`config.mk`:
```
export PLATFORM = sky130hd
export DESIGN_NAME = pc_gen_flat
export DESIGN_NICKNAME = d
export VERILOG_FILES = /design/src/rtl/pc_gen_if.sv /design/src/rtl/pc_gen.sv /design/src/flat_wrapper.sv
export SDC_FILE = /design/constraint.sdc
export NUM_CORES = 1
export LEC_CHECK = 0
export BUFFER_PORTS_ARGS = -buffer_cell sky130_fd_sc_hd__buf_2
export CORE_AREA = 4 4 85 87
export CTS_BUF_LIST = sky130_fd_sc_hd__clkbuf_8
export CTS_CLUSTER_SIZE = 16
export DETAILED_ROUTE_END_ITERATION = 12
export DIE_AREA = 0 0 89 91
export PLACE_DENSITY_LB_ADDON = 0.1
export SKIP_CTS_REPAIR_TIMING = 1
export SLEW_MARGIN = 20
export SYNTH_ARGS = -nofsm -noshare
export SYNTH_HDL_FRONTEND = slang
export SYNTH_SLANG_ARGS = --single-unit
```
`constraint.sdc`:
```
create_clock -name clk -period 1.75 [get_ports clk]
set_clock_uncertainty 0.15 [all_clocks]
set_input_delay 0.0875 -clock clk [delete_from_list [all_inputs] [get_ports clk]]
set_output_delay 0.0875 -clock clk [all_outputs]
set_load 0.1 [all_outputs]
```
`src/rtl/pc_gen_if.sv`:
```
// Fetch-side bundle for pc_gen: stall, fetch handshake, redirect channels and BTB update port.
// master = pc_gen, slave = the pipeline/memory side driving it.
interface pc_gen_if #(
  parameter int unsigned XLEN      = 32,
  parameter int unsigned NUM_REDIR = 2
);
  logic                      stall;
  logic                      fetch_ready;
  logic [NUM_REDIR-1:0]      redir_valid;
  logic [NUM_REDIR*XLEN-1:0] redir_pc;
  logic                      btb_upd_valid;
  logic [XLEN-1:0]           btb_upd_pc;
  logic [XLEN-1:0]           btb_upd_target;
  logic                      btb_upd_taken;
  logic [XLEN-1:0]           pc_out;
  logic                      pc_valid;
  logic                      pred_taken;
  logic                      redir_taken;
  logic [2:0]                redir_src;
  logic                      misalign_err;

  modport master (
    input  stall, fetch_ready, redir_valid, redir_pc,
           btb_upd_valid, btb_upd_pc, btb_upd_target, btb_upd_taken,
    output pc_out, pc_valid, pred_taken, redir_taken, redir_src, misalign_err
  );

  modport slave (
    output stall, fetch_ready, redir_valid, redir_pc,
           btb_upd_valid, btb_upd_pc, btb_upd_target, btb_upd_taken,
    input  pc_out, pc_valid, pred_taken, redir_taken, redir_src, misalign_err
  );
endinterface

```
`src/rtl/pc_gen.sv`:
```
// Fetch program-counter generator with prioritised, registered redirects.
// Optional direct-mapped branch-target buffer enabled by defining PCGEN_BTB_EN.
module pc_gen #(
  parameter int unsigned     XLEN         = 32,
  parameter logic [XLEN-1:0] RESET_VECTOR = '0,
  parameter int unsigned     NUM_REDIR    = 2,
  parameter int unsigned     BTB_DEPTH    = 16
) (
  input  logic      clk,
  input  logic      reset,
  pc_gen_if.master  bus
);

  typedef enum logic [1:0] {BOOT, RUN, ERR} state_t;

  state_t          state;
  logic [XLEN-1:0] pc_q;
  logic            pc_valid_q;
  logic            pred_q;
  logic            redir_taken_q;
  logic [2:0]      redir_src_q;
  logic            misalign_q;

  logic            redir_any;
  logic [2:0]      redir_idx;
  logic [XLEN-1:0] redir_tgt;
  logic            advance;
  logic            btb_hit;
  logic [XLEN-1:0] next_pc;

  // Lowest set channel index wins; scan from the top so lower indices overwrite.
  always_comb begin
    redir_any = 1'b0;
    redir_idx = 3'd0;
    redir_tgt = '0;
    for (int i = int'(NUM_REDIR) - 1; i >= 0; i--) begin
      if (bus.redir_valid[i]) begin
        redir_any = 1'b1;
        redir_idx = 3'(i);
        redir_tgt = bus.redir_pc[i*XLEN +: XLEN];
      end
    end
  end

  assign advance = pc_valid_q & bus.fetch_ready & ~bus.stall;

`ifdef PCGEN_BTB_EN
  localparam int unsigned IDX_W = $clog2(BTB_DEPTH);
  localparam int unsigned TAG_W = XLEN - IDX_W - 2;

  logic [BTB_DEPTH-1:0] btb_vld;
  logic [TAG_W-1:0]     btb_tag [BTB_DEPTH];
  logic [XLEN-1:0]      btb_tgt [BTB_DEPTH];
  logic [IDX_W-1:0]     lk_idx;
  logic [IDX_W-1:0]     up_idx;
  logic [TAG_W-1:0]     lk_tag;
  logic [TAG_W-1:0]     up_tag;
  logic                 unused_upd_lsb;

  assign lk_idx         = pc_q[IDX_W+1:2];
  assign lk_tag         = pc_q[XLEN-1:IDX_W+2];
  assign up_idx         = bus.btb_upd_pc[IDX_W+1:2];
  assign up_tag         = bus.btb_upd_pc[XLEN-1:IDX_W+2];
  assign unused_upd_lsb = ^bus.btb_upd_pc[1:0];

  assign btb_hit = btb_vld[lk_idx] && (btb_tag[lk_idx] == lk_tag);
  assign next_pc = btb_hit ? btb_tgt[lk_idx] : pc_q + XLEN'(4);

  // Valid bits: set on taken, cleared on not-taken only when the tag matches.
  always_ff @(posedge clk) begin
    if (reset) begin
      btb_vld <= '0;
    end else if (bus.btb_upd_valid) begin
      if (bus.btb_upd_taken) begin
        btb_vld[up_idx] <= 1'b1;
      end else if (btb_tag[up_idx] == up_tag) begin
        btb_vld[up_idx] <= 1'b0;
      end
    end
  end

  always_ff @(posedge clk) begin
    if (bus.btb_upd_valid && bus.btb_upd_taken) begin
      btb_tag[up_idx] <= up_tag;
      btb_tgt[up_idx] <= bus.btb_upd_target;
    end
  end
`else
  logic unused_btb_upd;

  assign unused_btb_upd = ^{bus.btb_upd_valid, bus.btb_upd_pc,
                            bus.btb_upd_target, bus.btb_upd_taken};
  assign btb_hit = 1'b0;
  assign next_pc = pc_q + XLEN'(4);
`endif

  // State and all outputs; a redirect overrides stall, fetch_ready and the ERR freeze.
  always_ff @(posedge clk) begin
    if (reset) begin
      state         <= BOOT;
      pc_q          <= RESET_VECTOR;
      pc_valid_q    <= 1'b0;
      pred_q        <= 1'b0;
      redir_taken_q <= 1'b0;
      redir_src_q   <= 3'd0;
      misalign_q    <= 1'b0;
    end else begin
      redir_taken_q <= 1'b0;
      if (redir_any) begin
        pc_q          <= redir_tgt;
        redir_taken_q <= 1'b1;
        redir_src_q   <= redir_idx;
        pred_q        <= 1'b0;
        if (redir_tgt[1:0] != 2'b00) begin
          state      <= ERR;
          pc_valid_q <= 1'b0;
          misalign_q <= 1'b1;
        end else begin
          state      <= RUN;
          pc_valid_q <= 1'b1;
          misalign_q <= 1'b0;
        end
      end else begin
        case (state)
          BOOT: begin
            state      <= RUN;
            pc_valid_q <= 1'b1;
          end
          RUN: begin
            if (advance) begin
              pc_q   <= next_pc;
              pred_q <= btb_hit;
            end
          end
          default: ;
        endcase
      end
    end
  end

  assign bus.pc_out       = pc_q;
  assign bus.pc_valid     = pc_valid_q;
  assign bus.pred_taken   = pred_q;
  assign bus.redir_taken  = redir_taken_q;
  assign bus.redir_src    = redir_src_q;
  assign bus.misalign_err = misalign_q;

endmodule

```
`src/flat_wrapper.sv`:
```
// flat-port wrapper written by rule: the top's interface ports become plain ports
module pc_gen_flat 
#(
  parameter int unsigned     XLEN         = 32,
  parameter logic [XLEN-1:0] RESET_VECTOR = '0,
  parameter int unsigned     NUM_REDIR    = 2,
  parameter int unsigned     BTB_DEPTH    = 16
)
  (clk, reset, bus_stall, bus_fetch_ready, bus_redir_valid, bus_redir_pc, bus_btb_upd_valid, bus_btb_upd_pc, bus_btb_upd_target, bus_btb_upd_taken, bus_pc_out, bus_pc_valid, bus_pred_taken, bus_redir_taken, bus_redir_src, bus_misalign_err);
  pc_gen_if #(.XLEN(XLEN), .NUM_REDIR(NUM_REDIR)) bus_i ();
  input  logic clk;
  input  logic reset;
  input wire logic [$bits(bus_i.stall)-1:0] bus_stall;
  input wire logic [$bits(bus_i.fetch_ready)-1:0] bus_fetch_ready;
  input wire logic [$bits(bus_i.redir_valid)-1:0] bus_redir_valid;
  input wire logic [$bits(bus_i.redir_pc)-1:0] bus_redir_pc;
  input wire logic [$bits(bus_i.btb_upd_valid)-1:0] bus_btb_upd_valid;
  input wire logic [$bits(bus_i.btb_upd_pc)-1:0] bus_btb_upd_pc;
  input wire logic [$bits(bus_i.btb_upd_target)-1:0] bus_btb_upd_target;
  input wire logic [$bits(bus_i.btb_upd_taken)-1:0] bus_btb_upd_taken;
  output wire logic [$bits(bus_i.pc_out)-1:0] bus_pc_out;
  output wire logic [$bits(bus_i.pc_valid)-1:0] bus_pc_valid;
  output wire logic [$bits(bus_i.pred_taken)-1:0] bus_pred_taken;
  output wire logic [$bits(bus_i.redir_taken)-1:0] bus_redir_taken;
  output wire logic [$bits(bus_i.redir_src)-1:0] bus_redir_src;
  output wire logic [$bits(bus_i.misalign_err)-1:0] bus_misalign_err;
  assign bus_i.stall = bus_stall;
  assign bus_i.fetch_ready = bus_fetch_ready;
  assign bus_i.redir_valid = bus_redir_valid;
  assign bus_i.redir_pc = bus_redir_pc;
  assign bus_i.btb_upd_valid = bus_btb_upd_valid;
  assign bus_i.btb_upd_pc = bus_btb_upd_pc;
  assign bus_i.btb_upd_target = bus_btb_upd_target;
  assign bus_i.btb_upd_taken = bus_btb_upd_taken;
  assign bus_pc_out = bus_i.pc_out;
  assign bus_pc_valid = bus_i.pc_valid;
  assign bus_pred_taken = bus_i.pred_taken;
  assign bus_redir_taken = bus_i.redir_taken;
  assign bus_redir_src = bus_i.redir_src;
  assign bus_misalign_err = bus_i.misalign_err;
  pc_gen #(.XLEN(XLEN), .RESET_VECTOR(RESET_VECTOR), .NUM_REDIR(NUM_REDIR), .BTB_DEPTH(BTB_DEPTH)) u_core (.clk(clk), .reset(reset), .bus(bus_i));
endmodule
```
## Word level (Yosys, flattened, before mapping)

Cells that the tools add are included.

| storage, ports and cells | value |
|---|---|
| register bits | 40 |

| cells by class | value |
|---|---|
| $add $sub $neg | 1 |
| equality and inequality tests | 1 |
| multiplexer cells | 17 |
| bitwise logic cells | 3 |
| reductions and logical operators | 6 |

Operators with widths:

| operator | number |
|---|---|
| 32-bit 2-to-1 mux | 5 |
| 32-bit by 3-bit adder with 32-bit output (second input constant) | 1 |
| 1-bit 2-to-1 mux | 9 |
| 2-bit nonzero test | 4 |
| 2-bit 2-to-1 mux | 3 |
| 1-bit bitwise AND | 2 |
| 2-bit by 1-bit equality test with 1-bit output (second input constant) | 1 |
| 2-bit zero test | 1 |
| 2-bit AND reduction | 1 |
| 1-bit NOT | 1 |

## Depth between registers and ports, before layout

| depth | value |
|---|---|
| word-level depth | 5 |
| depth in mapped cells | 7 |
| mapped depth without buffers | 6 |

## Worst setup path after synthesis

No wires, ideal clock.

| timing | value |
|---|---|
| path kind | register to register |
| start point | register u_core.pc_q[2] (netlist: u_core.bus.pc_out[2]) |
| end point | register u_core.pc_q[30] (netlist: u_core.bus.pc_out[30]) |
| library setup time | 71 ps |
| data arrival time | 2,530 ps |
| data required time | 1,529 ps |
| setup slack | -1,001 ps |
| cell stages (with the launch flop) | 7 |
| path buffers | 0 |
| cell sequence | dfxtp_1 > ha_1 > nand4_2 > nor2_4 > and4_1 > mux2_2 > a21oi_1 |

| on the way | value |
|---|---|
| word-level cells in the longest chain between the ends | 4 |

RTL lines:

| item | line | source |
|---|---|---|
| start, declared | pc_gen.sv:17 | `logic [XLEN-1:0] pc_q;` |
| start signal, assigned | pc_gen.sv:110 | `pc_q <= redir_tgt;` |
| start signal, assigned | pc_gen.sv:131 | `pc_q <= next_pc;` |
| 32-bit by 3-bit adder with 32-bit output | pc_gen.sv:94 | `assign next_pc = pc_q + XLEN'(4);` |
| 32-bit 2-to-1 mux | pc_gen.sv:130 | `if (advance) begin` |
| 32-bit 2-to-1 mux | pc_gen.sv:124 | `case (state)` |
| 32-bit 2-to-1 mux | pc_gen.sv:109 | `if (redir_any) begin` |

No other way between the ends. The select of a mux whose other input is x is not followed.
A chain may end at the register's enable or synchronous reset.

## Final worst setup path

Ends and elaborated chain as after synthesis.

==> impl_results.md <==
- Status: complete, but fails checks
- Failing checks: negative hold slack, negative setup slack
- Syn avg cell area: 7.951 µm²
- Post-Syn Area: 0.002401 mm²
- Final setup viols: 2
- Worst Reg-to-Reg Cells: 6
- Post-layout min period: 1.800 ns
- Worst-path cell chain: ha_4, nand4_4, nor2_4, and4_4, mux2_4, a21oi_2
- FF+latch area: 830.8 µm²
- Vias in the first global route: 2,737
- Multi-input logic area: 0.001630 mm²
- Clock share of power: 26.5%
- Total die area: 0.008099 mm²
- Peak supply drop: 0.0004531 V
- Antenna violations before repair: 0
- Total Power: 2581 µW
- Total grt overflow: 0
- Post-DRT Antenna Nets: 0
- H-tree levels: 2
- Clock-pin slew on the worst setup and hold paths: 0.08 ns
- Die H: 91 µm
- Data required, critical path: 1.83 ns
- HP Class: input pin to register
- CP Launch Type: register
- Comb pwr share: 36.8%
- #FFs+latches synth: 37
- Min Hold Slack: -0.06659 ns
- Port bufs: 105
- Layout cells sized above 1: 47.32%
- Core area: 0.006350 mm²
- WL per Instance: 16.06 µm
- Pre-Repair DR Iteration Count: 6
- Leading cell type in the layout, fill and taps excluded: buf_2
- Via count: 2,967
- Sequential Power Share: 36.8%
- Peak fanout along the critical path: 5
- # diodes: 0
- Hold path depth: 3
- Max Cap Violations: 0
- First DRT Iteration DRCs: 141
- Internal cell power: 1540 µW
- Critical path class: register to register
- Root Driver: clkbuf_8
- DR vias/cell: 5.454
- TritonCTS clock tree: done
- Clock sink total: 37
- Element type at the critical path end: register
- Slowest cell on crit path: dfxtp_4
- Synthesis-to-layout area growth: 61.13%
- Final Hold Vio Count: 9
- Unique masters post-synth: 56
- Ys Warns: 0
- Number of I/O pins: 175
- Most frequent cells in the layout: buf_2, buf_4, nand2_1
- Worst stage delay on the critical path: 0.40 ns
- Max-slew violations: 0
- Clk Latency, worst-skew pair: 0.29 ns
- Routed WL: 8.737 mm
- Fillers: 600
- Worst EP arrival: 1.88 ns
- PnR worst setup slack: -0.04981 ns
- RD Place Congestion: 0.8127
- Sw Share: 40.31%
- Top FF cell, synth: dfxtp_1
- EDFF count, synth: 0
- Post-synth ARST share: 0%
- RSZ-0062 raised after global routing: yes
- Gr usage total: 20.66%
- Starting Density: 37.81%
- Clk buf depth: 2
- HPWL after DPL: 6.539 mm
- Mapped Cells: 302
- Net Switching: 1040 µW
- Cell Pwr Density: 667.0 mW/mm²
- Post-layout util: 60.93%
- Fmax: 555.6 MHz
- Die Width: 89 µm
- CTS buffer count: 5
- Seq/Total Area, Yosys: 30.85%
- First-pass GRT wire length: 13.46 mm
- Final period util: 102.8%
- LEAKAGE: 0.001784 µW
- Largest net degree at the start of global routing: 42
- Num rows: 29
- Final #Nets: 603
- # DRC: 0
[synth_stat cells, drive strengths merged (2+ instances only)]
library cell	number	area share, %
a211oi	8	2.9
a21oi	23	4.8
a222oi	4	1.7
a22o	2	0.73
a22oi	17	5.3
a31o	2	0.73
a31oi	2	0.52
and3	5	1.3
and4	7	2.6
buf	13	3.3
clkbuf	10	1.7
dfxtp	37	31
inv	7	1.1
mux2i	10	4.2
nand2	32	5.0
nand3	15	3.1
nand4	13	4.8
nor2	26	4.5
nor3	12	3.2
nor4	2	1.1
o21ai	14	2.9
o22ai	10	2.6
o31ai	3	0.94
xnor2	3	1.1
xor2	6	2.2
[kinds of logic (layout without fill, tap and decap cells)]
kind of cell               after synthesis  after routing  share of synthesized area [%]
and+or+nand+nor                        120            120                          28.40
AOI/OAI and AO/OA                       92             92                          25.90
DFF                                     37             37                          30.85
buffers and inverters                   31            194                          6.253
muxes                                   11             11                          4.638
xor gates and xnor gates                 9              9                          3.283
adders and majority gates                1              1                         0.5210
other                                    1              3                         0.1562
[sequential cells by signal, indices dropped and copies added (netlist names)]
name	cells
u_core.bus.misalign_err	1
u_core.bus.redir_taken	1
u_core.state	2
u_core.bus.pc_out	32
u_core.bus.redir_src	1
[power groups by stage]
stage | Combinational [µW] | Clock, µW | Sequential [µW]
2_1_floorplan | 268 | 0 | 1340
3_3_place_gp | 878 | 0 | 964
3_5_place_dp | 884 | 0 | 966
4_1_cts | 886 | 696 | 947
5_1_grt | 1010 | 727 | 958
6_report | 949 | 683 | 949
[final timing paths]
kind,slack [ns],endpoint,startpoint
max,-0.05,u_core.bus.pc_out[30],u_core.bus.pc_out[2]
min,-0.07,u_core.bus.pc_out[21],bus_redir_pc[53]
min reg2reg,0.31,u_core.bus.misalign_err,u_core.bus.misalign_err
max reg2reg,-0.05,u_core.bus.pc_out[30],u_core.bus.pc_out[2]
[per-stage QoR]
stage                     hold WS (ns)  instance area [µm²]  setup TNS, ns  setup slack [ns]  cells
after global routing         0.0004991                 3869        -0.6442           -0.1024    544
after detailed placement        0.1726                 3405        -0.2023          -0.06774    505
after floorplan                0.08017                 2569         -1.186           -0.2009    304
after global placement          0.1725                 3405       -0.04251          -0.02344    505
after CTS                      -0.1330                 3506        -0.2901          -0.08857    513
final                         -0.06659                 3869       -0.05621          -0.04981    544
[cell type report]
class                           instances  area share, %
Clock buffer                            7          2.490
Clock inverter                          1         0.1294
Inverter                                8         0.7762
Multi-Input combinational cell        236          42.14
Sequential cell                        37          21.47
Tap cell                               77          2.490
Timing Repair Buffer                  178          30.50
[worst max-delay path: cells and delay by family (launching register included)]
family	cells	cell delay, ns
DFF	1	0.40
muxes	1	0.31
AOI/OAI and AO/OA	1	0.12
and+or+nand+nor	3	0.60
adders and majority gates	1	0.16
[metal layers]
layer  routed length [µm]  global-route usage (%)
met5                    0                       0
met4                   75                   5.087
met3                  592                   3.982
met2                 4187                   32.92
met1                 3882                   28.63
No activity file was read; power rests on OpenSTA's default activity.
